--- config.mk ---
export PLATFORM = sky130hd
export DESIGN_NAME = sipo_in
export DESIGN_NICKNAME = d
export VERILOG_FILES = /design/src/rtl/sipo_in_pkg.sv /design/src/rtl/sipo_in_ctrl.sv /design/src/rtl/sipo_in.sv
export SDC_FILE = /design/constraint.sdc
export NUM_CORES = 1
export LEC_CHECK = 0
export ABC_CLOCK_PERIOD_IN_PS = 1700
export BUFFER_PORTS_ARGS = -buffer_cell sky130_fd_sc_hd__buf_2
export CAP_MARGIN = 40
export CORE_UTILIZATION = 38
export CTS_CLUSTER_DIAMETER = 80
export CTS_CLUSTER_SIZE = 40
export DETAILED_ROUTE_END_ITERATION = 8
export PLACE_DENSITY = 0.64
export SYNTH_ARGS = -nofsm -noshare
export SYNTH_HDL_FRONTEND = slang
export SYNTH_HIERARCHICAL = 1
export SYNTH_SLANG_ARGS = --single-unit
--- constraint.sdc ---
create_clock -name CLKEXT -period 1.7 [get_ports CLKEXT]
set_input_delay 0.17 -clock CLKEXT [delete_from_list [all_inputs] [get_ports CLKEXT]]
set_output_delay 0.17 -clock CLKEXT [all_outputs]
set_load 0.02 [all_outputs]
--- src/rtl/sipo_in_pkg.sv ---
// Shared definitions for the serial-in/parallel-out input buffer and its PISO twin.
// Build option: SIPO_IN_DBUF_EN (separate output register, fill continues while a frame is held).
package sipo_in_pkg;

    localparam int DEF_WIDTH    = 8;
    localparam int DEF_NUM_TAPS = 4;

    typedef enum logic {
        ST_FILL = 1'b0,
        ST_HOLD = 1'b1
    } sipo_state_e;

    function automatic int cnt_w(input int num_taps);
        return $clog2(num_taps);
    endfunction

endpackage

--- src/rtl/sipo_in_ctrl.sv ---
// Word counter, FILL/HOLD state, ready/valid handshake and sticky overflow flag.
// Build option: SIPO_IN_DBUF_EN changes only the READY_IN rule.
module sipo_in_ctrl
    import sipo_in_pkg::*;
#(
    parameter int NUM_TAPS = DEF_NUM_TAPS
) (
    input  logic clk,
    input  logic srst,
    input  logic en_i,
    input  logic ack_i,
    output logic ready_o,
    output logic valid_o,
    output logic ovf_o,
    output logic accept_o,
    output logic last_o
);

    localparam int CNT_W = cnt_w(NUM_TAPS);
    localparam logic [CNT_W-1:0] LAST_CNT = CNT_W'(NUM_TAPS - 1);

    sipo_state_e      state_q, state_d;
    logic [CNT_W-1:0] count_q, count_d;
    logic             ovf_q, ovf_d;
    logic             at_last;

    always_ff @(posedge clk) begin
        if (srst) begin
            state_q <= ST_FILL;
            count_q <= '0;
            ovf_q   <= 1'b0;
        end else begin
            state_q <= state_d;
            count_q <= count_d;
            ovf_q   <= ovf_d;
        end
    end

    always_comb begin
        state_d  = state_q;
        count_d  = count_q;
        ovf_d    = ovf_q;
        at_last  = (count_q == LAST_CNT);
`ifdef SIPO_IN_DBUF_EN
        // Only the word that would overwrite an unconsumed output frame has to wait.
        ready_o  = !(at_last && (state_q == ST_HOLD) && !ack_i);
`else
        ready_o  = (state_q == ST_FILL);
`endif
        accept_o = en_i && ready_o;
        last_o   = accept_o && at_last;

        if (accept_o) begin
            count_d = at_last ? '0 : count_q + 1'b1;
        end
        if (en_i && !ready_o) begin
            ovf_d = 1'b1;
        end
        // A completing frame wins over an ack of the previous one: no bubble.
        if (last_o) begin
            state_d = ST_HOLD;
        end else if ((state_q == ST_HOLD) && ack_i) begin
            state_d = ST_FILL;
        end
    end

    assign valid_o = (state_q == ST_HOLD);
    assign ovf_o   = ovf_q;

endmodule

--- src/rtl/sipo_in.sv ---
// Serial-in, parallel-out input buffer: shifts WIDTH-bit words into NUM_TAPS taps.
// Build option: SIPO_IN_DBUF_EN adds a frame output register loaded on the final word.
module sipo_in
    import sipo_in_pkg::*;
#(
    parameter int WIDTH    = DEF_WIDTH,
    parameter int NUM_TAPS = DEF_NUM_TAPS
) (
    input  logic                      CLKEXT,
    input  logic                      CLR_SIPO_IN,
    input  logic                      EN_SIPO_IN,
    input  logic [WIDTH-1:0]          DATA_IN,
    output logic                      READY_IN,
    output logic [WIDTH*NUM_TAPS-1:0] DATA_OUT,
    output logic                      VALID_OUT,
    input  logic                      ACK_OUT,
    output logic                      OVF_SIPO_IN
);

    logic             accept;
    logic             last;
    logic [WIDTH-1:0] tap_q [NUM_TAPS];

    sipo_in_ctrl #(
        .NUM_TAPS (NUM_TAPS)
    ) u_ctrl (
        .clk      (CLKEXT),
        .srst     (CLR_SIPO_IN),
        .en_i     (EN_SIPO_IN),
        .ack_i    (ACK_OUT),
        .ready_o  (READY_IN),
        .valid_o  (VALID_OUT),
        .ovf_o    (OVF_SIPO_IN),
        .accept_o (accept),
        .last_o   (last)
    );

`ifdef SIPO_IN_DBUF_EN
    logic [WIDTH*NUM_TAPS-1:0] out_q;
`endif

    genvar gi;
    generate
        for (gi = 0; gi < NUM_TAPS; gi++) begin : g_tap
            logic [WIDTH-1:0] shift_in;
            if (gi == 0) begin : g_head
                assign shift_in = DATA_IN;
            end else begin : g_body
                assign shift_in = tap_q[gi-1];
            end

            always_ff @(posedge CLKEXT) begin
                if (CLR_SIPO_IN) begin
                    tap_q[gi] <= '0;
                end else if (accept) begin
                    tap_q[gi] <= shift_in;
                end
            end

`ifdef SIPO_IN_DBUF_EN
            // Snapshot what the taps will hold after this final shift.
            always_ff @(posedge CLKEXT) begin
                if (CLR_SIPO_IN) begin
                    out_q[gi*WIDTH +: WIDTH] <= '0;
                end else if (last) begin
                    out_q[gi*WIDTH +: WIDTH] <= shift_in;
                end
            end
            assign DATA_OUT[gi*WIDTH +: WIDTH] = out_q[gi*WIDTH +: WIDTH];
`else
            assign DATA_OUT[gi*WIDTH +: WIDTH] = tap_q[gi];
`endif
        end
    endgenerate

endmodule
Yosys cells after proc, flatten, opt, wreduce, memory -nomap -nowiden. Memory sizes are Yosys's and may differ from the RTL's. Cells that the tools add are included.

Output and inout bits: 35. Register bits after elaboration: 4. Input bits: 12. Bits in writable memories: 32. Memories: 1.

Reductions and logical operators: 5. $add $sub $neg: 1. Equality and inequality tests: 1. Bitwise gates (word level): 5. Mux-type cells: 12.

Memory list: tap_q (depth 4, bits a word 8, read ports 4, clocked after memory_dff 0, write ports 4, line sipo_in.sv:22) `logic [WIDTH-1:0] tap_q [NUM_TAPS];`.

Operators by type and width (number): $mux 8 (4); $mux 1 (7); $logic_and 1x1->1 (4); $or 1x1->1 (4); $add 2x1->2 const B (1); $eq 2x2->1 const B (1); $mux 2 (1); $reduce_bool 2->1 (1); $not 1->1 (1).

Longest topological paths before layout. Gate-level depths: netlist of the first run.

Word-level depth: 6. Gate-level depth with buffers: 4.

Hierarchy. The synthesis of the first run kept the hierarchy.

By module, submodules not included: sipo_in (seq. area each 960.9 sq um, instances 1, area an instance 1302.5 sq um, cells each 71); sipo_in_ctrl (seq. area each 80.1 sq um, instances 1, area an instance 167.7 sq um, cells each 18).

Least setup slack after synthesis of the first run. OpenSTA, ideal clock, no wires.

Path kind: register -> register. From: register u_ctrl.state_q, in the netlist u_ctrl/valid_o. To: memory tap_q[0][0] (netlist bit) (enable). Buffers on the path: 1. Stages on the path, launching flop included: 4. Slack: -0.150 ns. Data arrival time: 1.460 ns. Data required time: 1.310 ns. Cell sequence: dfxtp_1 -> nor2b_1 -> clkbuf_2 -> or2_1.

RTL lines: start: declaration (line sipo_in_ctrl.sv:22) `sipo_state_e state_q, state_d;`; start signal: assignment (line sipo_in_ctrl.sv:33) `state_q <= state_d;`; end: declaration (line sipo_in.sv:22).

==> impl_metrics.ini, run 1 <==
[sta]
finalHoldViolCount = 0
drv_slew = 0
setup_tns_ps = 0
timing.final.crit_share_pct = 83.81
fmax_ghz = 0.7018
relSlewSlack_pct = 51.67
finalSetupViolations = 0
post-route-min-period_ps = 1425
tightest_slew_ps = 725.0
rsz0062_at_grt = no
fin_skew_ps = 3.400
setup_ws_ps = 275.2

[clocking]
cts_root_buf = clkbuf_8
clock_path_buffers = 2
path_clk_slew_ps = 60
postCtsSetupBuffers = 0
cts_resized = 0
clock_latency_ps = 290
cts_max_level = 2
cts_sinks = 36
cts_hold_buf = 0
cts_tree = built
cts_buffers = 5

[drt]
wl_per_cell_um = 13.12
viasPerCell = 4.665
drc_errors = 0
routed_wl_um = 2427
ant_nets = 0
vias = 863
first_iter_violations = 19
first_pass_iters = 4

[status]
status = finished clean

[critical_path]
critPathCaptureType = flop
path_max_fanout = 32
crit_required_ps = 1620
worstPathArrival_ps = 1350
worst-setup-path-type = flop to flop
cp-start-kind = flop

[synth]
syn_inst = 88
synth.avg_cell_area_um2 = 16.62
synth_warnings = 6
synth_nets = 101
synth_area_um2 = 1463

[placement]
dp_cells = 177
dpl_cell_area_um2 = 1735
dpl_worst_slack_ps = 254.5
portBuffers = 46
gp_congestion = 0.7258

[die]
coreArea_um2 = 3689
fp.dieW_um = 64.04
ioPinCount = 47
initial_core_util_pct = 39.65
dieArea_um2 = 4101
die_h_um = 64.04
rows = 22

[power_and_ir_drop]
p_leak_nw = 0.9079
p_per_area_nw_per_um2 = 1002
irDropWorstVdd_v = 0.0005284

[finish]
drive_gt1_share_pct = 54.74
diodes = 0
fill_cells = 347
stdcell_count = 185
final_nets = 149
area_delta_synth_final_pct = 24.12
finish.instance_area_um2 = 1815

[grt]
antenna_found_initial = 0
gr-total-overflow = 0
grt_usage_pct = 13.00
grt_max_degree = 37
grt_pass1_vias = 797
grt_first_pass_wirelength_um = 3829

[run]
maxCapViolations = 0

[hold_path]
hold_path.class = primary input to flop
[report_power, final]
| part | switching, mW | leakage [nW] | total, mW | internal [mW] |
|---|---|---|---|---|
| logic | 0.128 | 0.481 | 0.204 | 0.0760 |
| registers | 0.0235 | 0.387 | 1.05 | 1.02 |
| clock network | 0.284 | 0.0399 | 0.569 | 0.285 |
[cells in the final DEF, fill, tap and decap left out, types with 2 or more instances in the layout]
cell	count
mux2i_1	2
buf_2	46
and3b_1	12
nor2_1	5
edfxtp_1	32
clkbuf_1	2
clkbuf_8	5
dfxtp_1	4
and3b_2	20
buf_4	2
[path summary, 6_finish.rpt]
kind / slack [ps] / from / depth (start not counted) / endpoint
max: 280 / u_ctrl/valid_o / 2 / tap_q[0][3]
min: 120 / EN_SIPO_IN / 3 / u_ctrl/ovf_o
max reg2reg: 280 / u_ctrl/valid_o / 2 / tap_q[0][3]
min reg2reg: 480 / u_ctrl/ovf_o / 2 / u_ctrl/ovf_o
[sequential cells by signal (all words and copies together), names as in the netlist]
| signal | cells |
|---|---|
| u_ctrl/count_q | 2 |
| tap_q | 32 |
| u_ctrl/valid_o | 1 |
| u_ctrl/ovf_o | 1 |
[critical path: stages (launching register included)]
cell	delay (ps)
dfxtp_1	340
nor2b_2	120
or2_2	590
[per-stage QoR]
stage                     util (%)  hold WS (ps)  power, mW
final                        49.22         124.6      1.819
after global routing         49.22         136.8      1.911
after detailed placement     47.05         426.1      1.273
after floorplan                  -         242.4      1.196
after global placement       47.05         407.2      1.267
after CTS                    49.22         124.7      1.844
[area by class of cell]
cell class | instances | area [um2] | area share (%)
Clock buffer | 7 | 76.32 | 4.204
Tap cell | 48 | 60.06 | 3.308
Inverter | 1 | 3.754 | 0.2068
Multi-Input combinational cell | 44 | 385.4 | 21.23
Clock inverter | 1 | 3.754 | 0.2068
Timing Repair Buffer | 48 | 245.2 | 13.51
Sequential cell | 36 | 1041 | 57.34
[per-layer routing]
layer	vias up	share of wire, %	global-route usage (%)
met4	0	1.6	5.966
met1	397	41	14.94
met5	-	0	0
met2	36	50	20.61
li1	426	-	-
met3	4	7.5	5.893
(Power assumes the default switching activity.)
==> run 2, diff against run 1 <==
--- a/config.mk
+++ b/config.mk
@@ -5,7 +5,8 @@
 export SDC_FILE = /design/constraint.sdc
 export NUM_CORES = 1
 export LEC_CHECK = 0
-export ABC_CLOCK_PERIOD_IN_PS = 1700
+export ABC_AREA = 1
+export ABC_CLOCK_PERIOD_IN_PS = 1200
 export BUFFER_PORTS_ARGS = -buffer_cell sky130_fd_sc_hd__buf_2
 export CAP_MARGIN = 40
 export CORE_UTILIZATION = 38
==> constraint.sdc (replaced) <==
create_clock -name CLKEXT -period 1.2 [get_ports CLKEXT]
set_input_delay 0.12 -clock CLKEXT [delete_from_list [all_inputs] [get_ports CLKEXT]]
set_output_delay 0.12 -clock CLKEXT [all_outputs]
set_load 0.02 [all_outputs]
==> run 2 against run 1 <==
Against the previous run:
- combinational power up 78%
- count of clock-buffer cells in the layout unchanged
- critical path depth up 1
- sequential power is 42% higher
- global-route usage down 0.16 points
- clock power rose by 39%
- worst hold slack worse by 77 ps
- register-to-register slack worse by 190 ps
- first-iteration DRC count up 53%
- critical path type unchanged
- largest cell class unchanged
- largest power group unchanged
- highest routed layer unchanged
==> impl_metrics.ini, run 2 <==
[die]
coreArea_um2 = 3744
fp.dieW_um = 65.20
die_h_um = 65.20
initial_core_util_pct = 40.54
rows = 22
dieArea_um2 = 4250
ioPinCount = 47

[drt]
viasPerCell = 4.181
wl_met2_um = 1146
wl_per_cell_um = 10.10
routed_wl_um = 2343
ant_nets = 0
wl_met3_um = 282
top_layer_used = met4
first_iter_violations = 29
wl_met1_um = 884
first_pass_iters = 3
vias = 970
drc_errors = 0

[synth]
syn_inst = 129
synth_nets = 142
synth_warnings = 6
synth_area_um2 = 1518
synth.avg_cell_area_um2 = 11.77

[power_and_ir_drop]
p_clk_share_pct = 30.0
power_mw = 2.644
power_frac_comb_pct = 13.8
irDropWorstVdd_v = 0.0007108
p_leak_nw = 0.9122
p_per_area_nw_per_um2 = 1364
p_int_mw = 1.984
switching_power_mw = 0.6598
p_sw_share_pct = 24.95
seq_power_share_pct = 56.2

[sta]
finalHoldViolCount = 0
relSlewSlack_pct = 90.44
post-route-min-period_ps = 1112
timing.final.crit_share_pct = 92.71
drv_slew = 0
fin_hold_ws_ps = 47.53
setup_tns_ps = 0
finalSetupViolations = 0
fmax_ghz = 0.8989
rsz0062_at_grt = no
setup_ws_ps = 87.52
tightest_slew_ps = 143.2
fin_skew_ps = 4.370

[finish]
mostFrequentLayoutCells = 46 x buf_2, 37 x inv_1, 32 x nor2_2, 32 x edfxtp_1, 6 x nand2_1
largestRegisters = tap_q: 32 flops, u_ctrl/count_q: 2 flops
fill_cells = 369
finish.instance_area_um2 = 1938
top_register = tap_q
largest_reg_flops = 32
multi_input_area_um2 = 299.0
drive_gt1_share_pct = 50.54
fin_util_pct = 51.77
seqCellArea_um2 = 1042
area_delta_synth_final_pct = 27.70
final_common_cell = buf_2
stdcell_count = 232
final_nets = 196
diodes = 0

[clocking]
postCtsSetupBuffers = 0
clock_latency_ps = 280
cts_tree = built
clock_path_buffers = 2
cts_buffers = 5
cts_hold_buf = 0
cts_max_level = 2
path_clk_slew_ps = 70
cts_resized = 0
cts_sinks = 36
cts_root_buf = clkbuf_8

[grt]
gr-total-overflow = 0
grt_max_degree = 19
grt_pass1_vias = 941
grt_usage_pct = 12.84
antenna_found_initial = 0
grt_first_pass_wirelength_um = 3995

[critical_path]
worst-setup-path-type = flop to flop
rr_startpoint = u_ctrl/valid_o
worstPathArrival_ps = 1100
r2r-end = tap_q[0][0]
critPathCaptureType = flop
crit_required_ps = 1190
critPathLaunch = u_ctrl/valid_o
path_max_fanout = 18
r2r_slack_ps = 90
cp-start-kind = flop
worst-r2r-cell-count = 3
crit_end = tap_q[0][0]

[placement]
dpl_worst_slack_ps = 82.84
portBuffers = 46
gp_congestion = 0.6367
dp_cells = 224
dp_hpwl_um = 1773
dpl_cell_area_um2 = 1858

[run]
maxCapViolations = 0

[status]
status = finished clean

[hold_path]
hold_path.class = primary input to flop
## run 2: worst min-delay path by stage
stage	from	end	slack, ps	cells past startpoint
final	CLR_SIPO_IN	u_ctrl/valid_o	50	2
after CTS	CLR_SIPO_IN	u_ctrl/valid_o	40	2
after floorplan	CLR_SIPO_IN	u_ctrl/valid_o	180	1
after global placement	CLR_SIPO_IN	u_ctrl/valid_o	340	2
after detailed placement	CLR_SIPO_IN	u_ctrl/valid_o	340	2
after global routing	CLR_SIPO_IN	u_ctrl/ovf_o	50	2
## run 2: layout make-up
type,count,share of cell area [%]
clock inverters,1,0.1937
repair buffers,50,16.01
clock buffers,7,3.938
multi-input cells,51,15.43
inverters,39,7.553
well taps,48,3.099
flip-flops and latches,36,53.78
## run 2: power groups by stage
stage,logic (mW),clock network [mW],registers (mW)
4_1_cts,0.371,0.825,1.49
2_1_floorplan,0.134,0,1.61
6_report,0.364,0.793,1.49
5_1_grt,0.401,0.891,1.50
3_3_place_gp,0.362,0,1.51
3_5_place_dp,0.371,0,1.52
## run 2: layer usage
layer  global-route usage [%]  vias to the layer above
met3                    8.333                        3
met5                        0                        -
met1                    13.40                      440
li1                         -                      492
met2                    20.88                       35
met4                    4.076                        0
## run 2: worst max-delay path: stages, from the launching register on
cell	delay, ps
dfxtp_2	350
nor2_2	140
or2_4	180
buf_12	160
==> run 3, diff against run 2 <==
==> constraint.sdc (replaced) <==
create_clock -name CLKEXT -period 1.2 [get_ports CLKEXT]
set_input_delay 0.12 -clock CLKEXT [delete_from_list [all_inputs] [get_ports CLKEXT]]
set_output_delay 0.12 -clock CLKEXT [all_outputs]
set_load 0.01 [all_outputs]
==> run 3 against run 2 <==
Against the previous run:
- critical path depth unchanged
- die area unchanged
- register-to-register slack gained 30 ps
- fmax is 2.4% higher
- routed wire length shrank 3.5%
- first-iteration DRC count shrank 48%
==> impl_metrics.ini, run 3 (synthesized netlist as in run 2, its figures left out) <==
[status]
status = finished clean

[finish]
diodes = 0
final_nets = 197
drive_gt1_share_pct = 50.81
area_delta_synth_final_pct = 29.84
largest_reg_flops = 32
top_register = tap_q
stdcell_count = 233
largestRegisters = tap_q: 32 flops, u_ctrl/count_q: 2 flops
mostFrequentLayoutCells = 46 x buf_2, 37 x inv_1, 32 x nor2_2, 32 x edfxtp_1, 6 x nand2_1
final_common_cell = buf_2
finish.instance_area_um2 = 1971

[power_and_ir_drop]
irDropWorstVdd_v = 0.0008777
seq_power_share_pct = 53.2
p_per_area_nw_per_um2 = 1418
p_leak_nw = 0.9305
power_frac_comb_pct = 11.0
p_int_mw = 2.185
p_clk_share_pct = 35.8
switching_power_mw = 0.6107
p_sw_share_pct = 21.85

[die]
rows = 22
fp.dieW_um = 65.20
ioPinCount = 47
dieArea_um2 = 4250
coreArea_um2 = 3744
die_h_um = 65.20
initial_core_util_pct = 40.54

[critical_path]
critical-path-max-stage-delay_ps = 320
critPathCaptureType = flop
r2r_slack_ps = 110
path_max_fanout = 18
critPathLaunch = u_ctrl/valid_o
worst-setup-path-type = flop to flop
worstPathCellList = nor2_2, or2_4, buf_12
worst-r2r-cell-count = 3
crit_end = tap_q[0][0]
crit_required_ps = 1190
cpMaxStageDelayCell = dfxtp_1
worstPathArrival_ps = 1080
r2r-end = tap_q[0][0]
cp-start-kind = flop
rr_startpoint = u_ctrl/valid_o

[grt]
grt_max_degree = 19
grt_pass1_vias = 885
grt_usage_pct = 12.39
gr-total-overflow = 0
antenna_found_initial = 0
grt_first_pass_wirelength_um = 3788

[placement]
dpl_cell_area_um2 = 1864
gp_congestion = 0.6288
dp_hpwl_um = 1676
portBuffers = 46
dp_cells = 225
dpl_worst_slack_ps = 97.45

[clocking]
cts_root_buf = clkbuf_8
cts_tree = built
cts_buffers = 5
postCtsSetupBuffers = 0
clock_latency_ps = 280
path_clk_slew_ps = 70
cts_sinks = 36
clock_path_buffers = 2
cts_resized = 0
cts_max_level = 2
cts_hold_buf = 0

[sta]
rsz0062_at_grt = no
timing.final.crit_share_pct = 90.55
setup_ws_ps = 113.4
fin_hold_ws_ps = 51.28
tightest_slew_ps = 150.5
drv_slew = 0
fmax_ghz = 0.9203
setup_tns_ps = 0
post-route-min-period_ps = 1087
fin_skew_ps = 2.432
relSlewSlack_pct = 89.96
finalHoldViolCount = 0
finalSetupViolations = 0

[drt]
viasPerCell = 4.120
ant_nets = 0
wl_per_cell_um = 9.708
first_iter_violations = 15
first_pass_iters = 4
drc_errors = 0
vias = 960
routed_wl_um = 2262

[run]
maxCapViolations = 0

[hold_path]
hold_path.class = primary input to flop
==> run 3: cell count changes in the layout (fill, tap and decap cells not counted), sizes merged <==
cell / delta
clkinv: +1
buf: +1
clkbuf: -2
bufinv: +1
==> run 3: worst min-delay path by stage <==
stage | start | endpoint | slack [ps] | depth (start not counted)
after global routing | CLR_SIPO_IN | u_ctrl/valid_o | 60 | 2
after CTS | CLR_SIPO_IN | u_ctrl/valid_o | 40 | 2
after global placement | CLR_SIPO_IN | u_ctrl/ovf_o | 350 | 2
after detailed placement | CLR_SIPO_IN | u_ctrl/valid_o | 340 | 2
after floorplan | CLR_SIPO_IN | u_ctrl/valid_o | 190 | 1
final | CLR_SIPO_IN | u_ctrl/valid_o | 50 | 2
==> run 3: final cells by class <==
type,instances,area (um2)
fill,369,1773
sequential,36,1041
timing repair buffer,51,317.8
multi-input combinational,51,299.0
inverter,39,146.4
clock buffer,5,68.82
tap,48,60.06
clock inverter,3,37.54
==> run 3: power groups by stage <==
stage | Combinational, mW | Sequential, mW | Clock [mW]
finish | 0.308 | 1.49 | 1.00
detailed placement | 0.311 | 1.52 | 0
global placement | 0.304 | 1.51 | 0
global route | 0.341 | 1.50 | 1.10
floorplan | 0.133 | 1.55 | 0
CTS | 0.313 | 1.49 | 1.03
==> run 3: stage by stage <==
step | utilization, % | total power [mW]
3_5_place_dp | 49.80 | 1.827
3_3_place_gp | 49.80 | 1.817
5_1_grt | 52.64 | 2.941
4_1_cts | 52.64 | 2.836
2_1_floorplan | - | 1.686
6_report | 52.64 | 2.795
==> run 3: worst max-delay path, delay by kind of cell, from the launching register on <==
| kind | cells | cell delay (ps) |
|---|---|---|
| buffers and inverters | 1 | 160 |
| DFF | 1 | 320 |
| and+or+nand+nor | 2 | 320 |
==> run 3: layer usage <==
metal	routed length, um	global-route usage, %	vias up
met5	0	0	-
met4	47	5.707	0
met3	187	6.250	6
met2	1102	20.49	36
met1	924	13.06	423
li1	-	-	495
